[config.mk]
export PLATFORM = sky130hd
export DESIGN_NAME = riscvvec_muldiv_iter
export DESIGN_NICKNAME = d
export VERILOG_FILES = /design/src/rtl/riscvvec_muldiv_iter_pkg.sv /design/src/rtl/riscvvec_muldiv_lane.sv /design/src/rtl/riscvvec_muldiv_iter.sv
export SDC_FILE = /design/constraint.sdc
export NUM_CORES = 2
export LEC_CHECK = 0
export BUFFER_PORTS_ARGS = -buffer_cell sky130_fd_sc_hd__buf_2
export CAP_MARGIN = 20
export CELL_PAD_IN_SITES_DETAIL_PLACEMENT = 1
export CELL_PAD_IN_SITES_GLOBAL_PLACEMENT = 1
export CORE_ASPECT_RATIO = 1.25
export CORE_MARGIN = 2
export CORE_UTILIZATION = 45
export CTS_BUF_LIST = sky130_fd_sc_hd__clkbuf_4
export DETAILED_ROUTE_END_ITERATION = 7
export PLACE_DENSITY = 0.82
export SLEW_MARGIN = 25
export SYNTH_ARGS = -nofsm -noshare
export SYNTH_HDL_FRONTEND = slang
export SYNTH_SLANG_ARGS = --single-unit
[constraint.sdc]
create_clock -name clk -period 10.75 [get_ports clk]
set_clock_uncertainty 0.2 [all_clocks]
set_input_delay 1.6125 -clock clk [delete_from_list [all_inputs] [get_ports clk]]
set_output_delay 1.6125 -clock clk [all_outputs]
set_load 0.02 [all_outputs]
[src/rtl/riscvvec_muldiv_iter_pkg.sv]
// Shared definitions for the iterative multi-lane multiply/divide unit.
// Holds the function codes carried in muldivreq_msg_fn, the FSM state
// type and a small helper that the top and the lane datapath both use.
package riscvvec_muldiv_iter_pkg;

   localparam int FN_W = 3;

   localparam logic [FN_W-1:0] FN_MUL  = 3'd0;
   localparam logic [FN_W-1:0] FN_DIV  = 3'd1;
   localparam logic [FN_W-1:0] FN_DIVU = 3'd2;
   localparam logic [FN_W-1:0] FN_REM  = 3'd3;
   localparam logic [FN_W-1:0] FN_REMU = 3'd4;

   typedef enum logic [1:0] {
      ST_IDLE = 2'd0,
      ST_CALC = 2'd1,
      ST_DONE = 2'd2
   } state_e;

   // Signed divide/remainder work on magnitudes and fix the sign at the end.
   function automatic logic is_signed_div(input logic [FN_W-1:0] fn);
      return (fn == FN_DIV) || (fn == FN_REM);
   endfunction

endpackage

[src/rtl/riscvvec_muldiv_lane.sv]
// One lane of the iterative multiply/divide datapath.
// Ports:
//   clk, reset    clock, synchronous active-high reset
//   load          capture operands (magnitudes and signs) for a new request
//   step          perform one shift-add or one restoring-divide step
//   fn_req        function code of the incoming request (used on load only)
//   fn            function code latched by the top for the running request
//   active        lane mask bit latched by the top
//   a_in, b_in    raw lane operands (used on load only)
//   result        final lane result; stable once stepping stops
module riscvvec_muldiv_lane
   import riscvvec_muldiv_iter_pkg::*;
#(
   parameter int WIDTH = 32
) (
   input  logic              clk,
   input  logic              reset,
   input  logic              load,
   input  logic              step,
   input  logic [FN_W-1:0]   fn_req,
   input  logic [FN_W-1:0]   fn,
   input  logic              active,
   input  logic [WIDTH-1:0]  a_in,
   input  logic [WIDTH-1:0]  b_in,
   output logic [WIDTH-1:0]  result
);

   // op_a: multiplicand (MUL) or dividend shifting into quotient (DIV)
   // op_b: multiplier (MUL) or divisor (DIV)
   // acc:  product (MUL) or partial remainder (DIV)
   logic [WIDTH-1:0] op_a, op_b, acc;
   logic             sign_a, sign_b, b_zero;

   logic             sgn_a_in, sgn_b_in;
   logic [WIDTH:0]   shifted, diff;
   logic             q_bit;

   always_comb begin
      // NOTE: every always_comb output gets a default first so no path can infer a latch.
      sgn_a_in = is_signed_div(fn_req) & a_in[WIDTH-1];
      sgn_b_in = is_signed_div(fn_req) & b_in[WIDTH-1];
      shifted  = {acc, op_a[WIDTH-1]};
      diff     = shifted - {1'b0, op_b};
      // The partial remainder stays below the divisor, so bit WIDTH of diff
      // is set exactly when the trial subtraction borrowed.
      q_bit    = ~diff[WIDTH];
   end

   // NOTE: sequential state uses non-blocking assignments only, so every
   // register samples the pre-edge values regardless of statement order.
   always_ff @(posedge clk) begin
      if (reset) begin
         op_a   <= '0;
         op_b   <= '0;
         acc    <= '0;
         sign_a <= 1'b0;
         sign_b <= 1'b0;
         b_zero <= 1'b0;
      end else if (load) begin
         op_a   <= sgn_a_in ? -a_in : a_in;
         op_b   <= sgn_b_in ? -b_in : b_in;
         acc    <= '0;
         sign_a <= sgn_a_in;
         sign_b <= sgn_b_in;
         b_zero <= (b_in == '0);
      end else if (step) begin
         if (fn == FN_MUL) begin
            acc  <= acc + (op_b[0] ? op_a : '0);
            op_a <= op_a << 1;
            op_b <= op_b >> 1;
         end else begin
            acc  <= q_bit ? diff[WIDTH-1:0] : shifted[WIDTH-1:0];
            op_a <= {op_a[WIDTH-2:0], q_bit};
         end
      end
   end

   // Sign fix-up and corner cases. MIN_INT / -1 needs no override: the
   // magnitude quotient is 2^(WIDTH-1), whose negation wraps back to MIN_INT,
   // and the remainder is 0. A zero divisor leaves quotient all-ones and
   // remainder |a| naturally; only the signed quotient's sign fix must be bypassed.
   always_comb begin
      result = '0;
      if (active) begin
         case (fn)
            FN_MUL:  result = acc;
            FN_DIV:  result = b_zero ? '1 : ((sign_a ^ sign_b) ? -op_a : op_a);
            FN_DIVU: result = b_zero ? '1 : op_a;
            FN_REM:  result = sign_a ? -acc : acc;
            FN_REMU: result = acc;
            default: result = '0;
         endcase
      end
   end

endmodule

[src/rtl/riscvvec_muldiv_iter.sv]
// Multi-lane iterative integer multiply/divide unit (val/rdy request/response).
// Ports:
//   clk, reset              clock, synchronous active-high reset
//   muldivreq_msg_fn        0 MUL, 1 DIV, 2 DIVU, 3 REM, 4 REMU, 5-7 reserved
//   muldivreq_msg_mask      per-lane active mask
//   muldivreq_msg_a/b       lane operands, lane i at [i*WIDTH +: WIDTH]
//   muldivreq_val/rdy       request handshake
//   muldivresp_msg_result   lane results, same packing
//   muldivresp_val/rdy      response handshake
// Accept in IDLE, WIDTH step cycles in CALC, hold result in DONE until taken.
module riscvvec_muldiv_iter
   import riscvvec_muldiv_iter_pkg::*;
#(
   parameter int NLANES = 4,
   parameter int WIDTH  = 32
) (
   input  logic                     clk,
   input  logic                     reset,
   input  logic [FN_W-1:0]          muldivreq_msg_fn,
   input  logic [NLANES-1:0]        muldivreq_msg_mask,
   input  logic [NLANES*WIDTH-1:0]  muldivreq_msg_a,
   input  logic [NLANES*WIDTH-1:0]  muldivreq_msg_b,
   input  logic                     muldivreq_val,
   output logic                     muldivreq_rdy,
   output logic [NLANES*WIDTH-1:0]  muldivresp_msg_result,
   output logic                     muldivresp_val,
   input  logic                     muldivresp_rdy
);

   localparam int CNT_W = $clog2(WIDTH);

   state_e            state_q, state_d;
   logic [CNT_W-1:0]  cnt_q;
   logic [FN_W-1:0]   fn_q;
   logic [NLANES-1:0] mask_q;
   logic              load, step;

   always_comb begin
      state_d        = state_q;
      muldivreq_rdy  = 1'b0;
      muldivresp_val = 1'b0;
      load           = 1'b0;
      step           = 1'b0;
      case (state_q)
         ST_IDLE: begin
            // Not ready while reset is held, so nothing is accepted before release.
            muldivreq_rdy = ~reset;
            load          = muldivreq_val & ~reset;
            if (load) state_d = ST_CALC;
         end
         ST_CALC: begin
            step = 1'b1;
            if (cnt_q == '0) state_d = ST_DONE;
         end
         ST_DONE: begin
            muldivresp_val = 1'b1;
            if (muldivresp_rdy) state_d = ST_IDLE;
         end
         default: state_d = ST_IDLE;
      endcase
   end

   // NOTE: all control and lane registers are reset; there are no storage
   // arrays here, so clearing everything costs nothing and keeps result=0 out of reset.
   always_ff @(posedge clk) begin
      if (reset) begin
         state_q <= ST_IDLE;
         cnt_q   <= '0;
         fn_q    <= '0;
         mask_q  <= '0;
      end else begin
         state_q <= state_d;
         if (load) begin
            cnt_q  <= CNT_W'(WIDTH - 1);
            fn_q   <= muldivreq_msg_fn;
            mask_q <= muldivreq_msg_mask;
         end else if (step) begin
            cnt_q  <= cnt_q - 1'b1;
         end
      end
   end

   for (genvar i = 0; i < NLANES; i++) begin : g_lane
      riscvvec_muldiv_lane #(.WIDTH(WIDTH)) u_lane (
         .clk    (clk),
         .reset  (reset),
         .load   (load),
         .step   (step),
         .fn_req (muldivreq_msg_fn),
         .fn     (fn_q),
         .active (mask_q[i]),
         .a_in   (muldivreq_msg_a[i*WIDTH +: WIDTH]),
         .b_in   (muldivreq_msg_b[i*WIDTH +: WIDTH]),
         .result (muldivresp_msg_result[i*WIDTH +: WIDTH])
      );
   end

endmodule

== Word level (Yosys, flattened, before mapping) ==
Index checks and enable logic that the tools add are counted.

* Register bits: 410
* Input bits: 267
* Output and inout bits: 130
* Word-level logic and storage cells: 174

* Eq/ne operators: 11
* Bitwise gates (word level): 18
* Add/subtract/negate cells: 25
* Mux-type cells: 78
* Reductions and logical operators: 14

{| class="wikitable"
|+ Operator list
! kind !! count
|-
| two-way mux 32 bit || 60
|-
| negator 32 bit || 16
|-
| one-hot mux 32 bit (4 select lines) || 4
|-
| subtractor 33 x 32 -> 33 bit || 4
|-
| adder 32 bit || 4
|-
| logical NOT 32 bit || 4
|-
| two-way mux 5 bit || 2
|-
| bitwise AND 1 bit || 9
|-
| == test 3 x 2 -> 1 bit, second input constant || 3
|-
| two-way mux 1 bit || 8
|-
| == test 3 x 1 -> 1 bit, second input constant || 2
|-
| two-way mux 2 bit || 3
|-
| inequality test 2 bit, second input constant || 3
|-
| one-hot mux 2 bit (3 select lines) || 1
|-
| logical NOT 5 bit || 1
|-
| NOT 1 bit || 5
|-
| subtractor 5 x 1 -> 5 bit, second input constant || 1
|-
| nonzero test 2 bit || 2
|-
| OR reduction 2 bit || 2
|-
| XOR 1 bit || 4
|-
| == test 3 bit, second input constant || 1
|-
| logical NOT 3 bit || 1
|-
| AND reduction 3 bit || 1
|-
| == test 2 x 1 -> 1 bit, second input constant || 1
|-
| 4 further kinds || 4
|}

== Longest topological paths before layout ==
* Word-level depth: 5
* Mapped depth: 15
* Depth with buffers taken out: 13

== Modules after synthesis ==
Synthesis repeated with hierarchy kept, for this count alone.

* Cell total of the unflattened synthesis: 6799
* Area, all modules: 47314.1 sq um

{| class="wikitable"
|+ Modules (own cells, without submodules)
! module !! sequential area each (sq um) !! cells each !! times used !! area an instance (sq um)
|-
| riscvvec_muldiv_lane (g_lane[1].u_lane) || 1981.9 || 1718 || 1 || 11752.5
|-
| riscvvec_muldiv_lane (g_lane[2].u_lane) || 1981.9 || 1681 || 1 || 11733.8
|-
| riscvvec_muldiv_lane (g_lane[0].u_lane) || 1981.9 || 1667 || 1 || 11629.9
|-
| riscvvec_muldiv_lane (g_lane[3].u_lane) || 1981.9 || 1663 || 1 || 11536.1
|-
| riscvvec_muldiv_iter || 280.3 || 70 || 1 || 661.9
|}

== Worst setup path before layout ==
Ideal clock, no wire load.

* Path type: register -> output
* From: register g_lane[2].u_lane.acc[7]
* To: output muldivresp_msg_result[92]
* Buffers on the path: 1
* Stages on the path, launching flop included: 12
* Path slack: 5464 ps
* Required time: 8938 ps
* Arrival: 3474 ps
* Cells stage by stage: dfxtp_1 -> buf_6 -> or4_4 -> or3_1 -> or2_1 -> or3_4 -> or3_4 -> or3_4 -> or3_4 -> a21oi_2 -> o21ai_1 -> a31oi_1

* Word-level cells in the longest chain between the ends: 4

{| class="wikitable"
|+ Ends and longest elaborated chain
! item !! RTL line !! text
|-
| start: declaration || riscvvec_muldiv_lane.sv:31 || <nowiki>logic [WIDTH-1:0] op_a, op_b, acc;</nowiki>
|-
| start signal: assignment || riscvvec_muldiv_lane.sv:68 || <nowiki>acc <= acc + (op_b[0] ? op_a : '0);</nowiki>
|-
| start signal: assignment || riscvvec_muldiv_lane.sv:72 || <nowiki>acc <= q_bit ? diff[WIDTH-1:0] : shifted[WIDTH-1:0];</nowiki>
|-
| negator 32 bit || riscvvec_muldiv_lane.sv:89 || <nowiki>FN_REM: result = sign_a ? -acc : acc;</nowiki>
|-
| two-way mux 32 bit || riscvvec_muldiv_lane.sv:89 ||
|-
| one-hot mux 32 bit (4 select lines) || riscvvec_muldiv_lane.sv:85 || <nowiki>case (fn)</nowiki>
|-
| two-way mux 32 bit || riscvvec_muldiv_lane.sv:84 || <nowiki>if (active) begin</nowiki>
|-
| end: declaration || riscvvec_muldiv_iter.sv:25 || <nowiki>output logic [NLANES*WIDTH-1:0] muldivresp_msg_result,</nowiki>
|}

Every way passes these cells.

== Worst setup path after layout ==
* From: register g_lane[1].u_lane.op_a[2]
* To: output muldivresp_msg_result[62]

* Word-level cells in the longest chain between the ends: 5

{| class="wikitable"
|+ Ends and longest elaborated chain
! item !! RTL line !! text
|-
| start: declaration || riscvvec_muldiv_lane.sv:31 ||
|-
| start signal: assignment || riscvvec_muldiv_lane.sv:60 || <nowiki>op_a <= sgn_a_in ? -a_in : a_in;</nowiki>
|-
| start signal: assignment || riscvvec_muldiv_lane.sv:69 || <nowiki>op_a <= op_a << 1;</nowiki>
|-
| start signal: assignment || riscvvec_muldiv_lane.sv:73 || <nowiki>op_a <= {op_a[WIDTH-2:0], q_bit};</nowiki>
|-
| negator 32 bit || riscvvec_muldiv_lane.sv:87 || <nowiki>FN_DIV: result = b_zero ? '1 : ((sign_a ^ sign_b) ? -op_a : op_a);</nowiki>
|-
| two-way mux 32 bit (2 in series) || riscvvec_muldiv_lane.sv:87 ||
|-
| one-hot mux 32 bit (4 select lines) || riscvvec_muldiv_lane.sv:85 ||
|-
| two-way mux 32 bit || riscvvec_muldiv_lane.sv:84 ||
|}

Every way passes these cells.

==> results.tsv <==
metric	value	unit
outcome	finished, final reports clean	
Fill cells	13700	
min Tclk post-route	6.95	ns
# setup viols final	0	
slew margin rel.	0.209	
Mapped Cells	6851	
clock-pin slew on the worst setup and hold paths	0.08	ns
met3 WL	16800	um
Die W	292	um
Top Metal Used	met5	
DRC	0	
final hold slack	0.262	ns
number of I/O port buffers	396	
Worst R2R Path Depth	15	
Critical Path AT	5.14	ns
final hold vios	0	
Synth cell types	89	
largest net degree at the start of global routing	214	
Congestion Overflow GR	0	
VDD IR max	0.0000732	V
post-route ant nets	0	
Yosys top cell by area	dfxtp_1	
sw power	2.79	mW
Post-synth EDFFs	0	
f_max	0.144	GHz
Synth Flop Type	dfxtp_1	
Hold Buf Count CTS	0	
GP Congestion	0.993	
slew at the pin closest to its max-slew limit	1.19	ns
Post-CTS Setup Inserts	0	
Synth Area per Inst	6.81	sq um
WP data required	8.94	ns
max cap viols	0	
Initial Util	0.452	
vias	54900	
layout overhead on the synthesized area	9.14	%
RSZ-0062 raised after global routing	no	
Overall Global Routing Usage	0.374	
met1 WL	83000	um
H-tree depth	3	
Rows	132	
vias in the first global route	54500	
initial antenna violation count	9	
fraction of layout cells with a size suffix above 1	0.109	
critical path class	flop to output pin	
part of the Yosys area used for sequential elements	0.176	
Setup crit start kind	flop	
Core Region	103000	sq um
flops & latches, synth	410	
maximum clock path buffer count	3	
first-pass GRT wire length	317000	um
Hold Crit Class	flop to flop	
synthesized area	46700	sq um
io pins	397	
Leakage Power	20.9	nW
top cells by area, synth	dfxtp_1 (18%), nand2_1 (7.9%), ha_1 (7.3%), o21ai_0 (6.5%), a21oi_1 (6.3%)	
Initial DRC Count	4847	
syn_nets	7400	
clock power share	0.267	
CTS tree	built	
vias per std cell	6.53	
Cell Int Power	3.43	mW
final wirelength	207000	um
clk_lat worst skew	1.08	ns
Die Y	364	um
CTS resizes	0	
max-slew violation count	0	
post-synth top area share	0.176	
combinational share of power	0.427	
hpwl dp	154000	um
CP Capture Type	output pin	
Detail Route met2 WL	93400	um
Synth Warn #	0	
clock sink total	410	
cts bufs inserted	116	
asr flop ratio synth	0	
Max Fanout on Critical Path	8	
clk root buf	clkbuf_4	
total die area	106000	sq um
part of the power in registers	0.306	
switch share	0.448	
Layout Nets	7515	
Tcrit/Tclk final	0.647	
most frequent cell after synthesis	nand2_1	
Wirelength per Cell	24.6	um
hold path depth	2	
PwrDens	122	nW/um^2
DRT Pass-1 Iters	6	
commonest cells in the netlist	nand2_1 (984), nor2_1 (643), o21ai_0 (610)	
Setup TNS	0	ns
## cell usage in the layout (no fill, tap or decap), drive strengths merged, types with 129 or more instances in the layout
cell    netlist  layout
xor2        251     251
nand2       984     984
ha          274     274
a21o        140     140
clkbuf      441     162
nor3        136     136
buf          33     471
o31ai       129     129
dfxtp       410     410
o21ai       611     611
a311oi      251     251
xnor2       331     331
a21oi       586     586
nor2        643     643
inv         249     249
and2        161     161
## per-layer routing
layer,GRT usage,up-vias
met1,0.454,26700
met2,0.604,2312
met5,0,-
met4,0.240,8
met3,0.0755,688
li1,-,25200
## registers in the layout (all words and copies together) (netlist names)
register	cells
g_lane.u_lane.acc	128
g_lane.u_lane.op_a	128
g_lane.u_lane.op_b	128
cnt_q	5
g_lane.u_lane.b_zero	4
g_lane.u_lane.sign_a	4
g_lane.u_lane.sign_b	4
mask_q	4
fn_q	3
state_q	2
## final timing paths
| path | slack, ns | endpoint | from |
|---|---|---|---|
| min reg2reg | 0.26 | mask_q[3] | mask_q[3] |
| max | 3.80 | muldivresp_msg_result[62] | g_lane[1].u_lane.op_a[2] |
| max reg2reg | 5.21 | g_lane[2].u_lane.acc[24] | g_lane[2].u_lane.op_a[31] |
| min | 0.26 | mask_q[3] | mask_q[3] |
## worst max-delay path, cell delays in order, from the launching register on
cell and delay [ns]:
dfxtp_1 0.40, or3_1 0.47, nor3b_2 0.46, nand3b_1 0.29, or3_1 0.48, or4b_1 0.58
o31a_1 0.32, a21oi_1 0.21, xnor2_1 0.14, o21ai_0 0.09, a31oi_1 0.39, buf_2 0.25
## cell families after synthesis
family,after synthesis,share of synthesized area
and+or+nand+nor,2474,0.243
AOI/OAI and AO/OA,2315,0.321
buffers and inverters,724,0.0588
xor gates and xnor gates,582,0.109
DFF,410,0.176
adders and majority gates,282,0.0769
muxes,64,0.0145
## power by group through the flow
stage | combinational, mW | sequential [mW] | clock [mW]
2_1_floorplan | 1.84 | 1.79 | 0
3_3_place_gp | 2.50 | 1.92 | 0
3_5_place_dp | 2.57 | 1.93 | 0
4_1_cts | 2.58 | 1.89 | 1.69
5_1_grt | 2.87 | 1.92 | 1.76
6_report | 2.66 | 1.91 | 1.66
## final cells by class
type / instances / area (sq um) / share of cell area
inverter: 250 / 938 / 0.0184
antenna: 9 / 22.5 / 0.000442
multi-input combinational: 5717 / 35900 / 0.705
tap: 1340 / 1680 / 0.0329
timing repair buffer: 471 / 2600 / 0.0511
sequential: 410 / 8210 / 0.161
clock inverter: 49 / 369 / 0.00725
clock buffer: 162 / 1220 / 0.0239
## metrics by stage
stage / utilization / cell area [sq um] / cells / total power, mW / worst slack (ns)
finish: 0.493 / 50900 / 8408 / 6.23 / 3.80
global route: 0.493 / 50900 / 8402 / 6.55 / 3.59
CTS: 0.492 / 50800 / 8397 / 6.16 / 3.79
detailed placement: 0.477 / 49200 / 8186 / 4.49 / 5.06
global placement: 0.477 / 49200 / 8186 / 4.42 / 5.12
floorplan: - / 46700 / 6851 / 3.63 / 5.46
No activity file was read; power rests on OpenSTA's default activity.
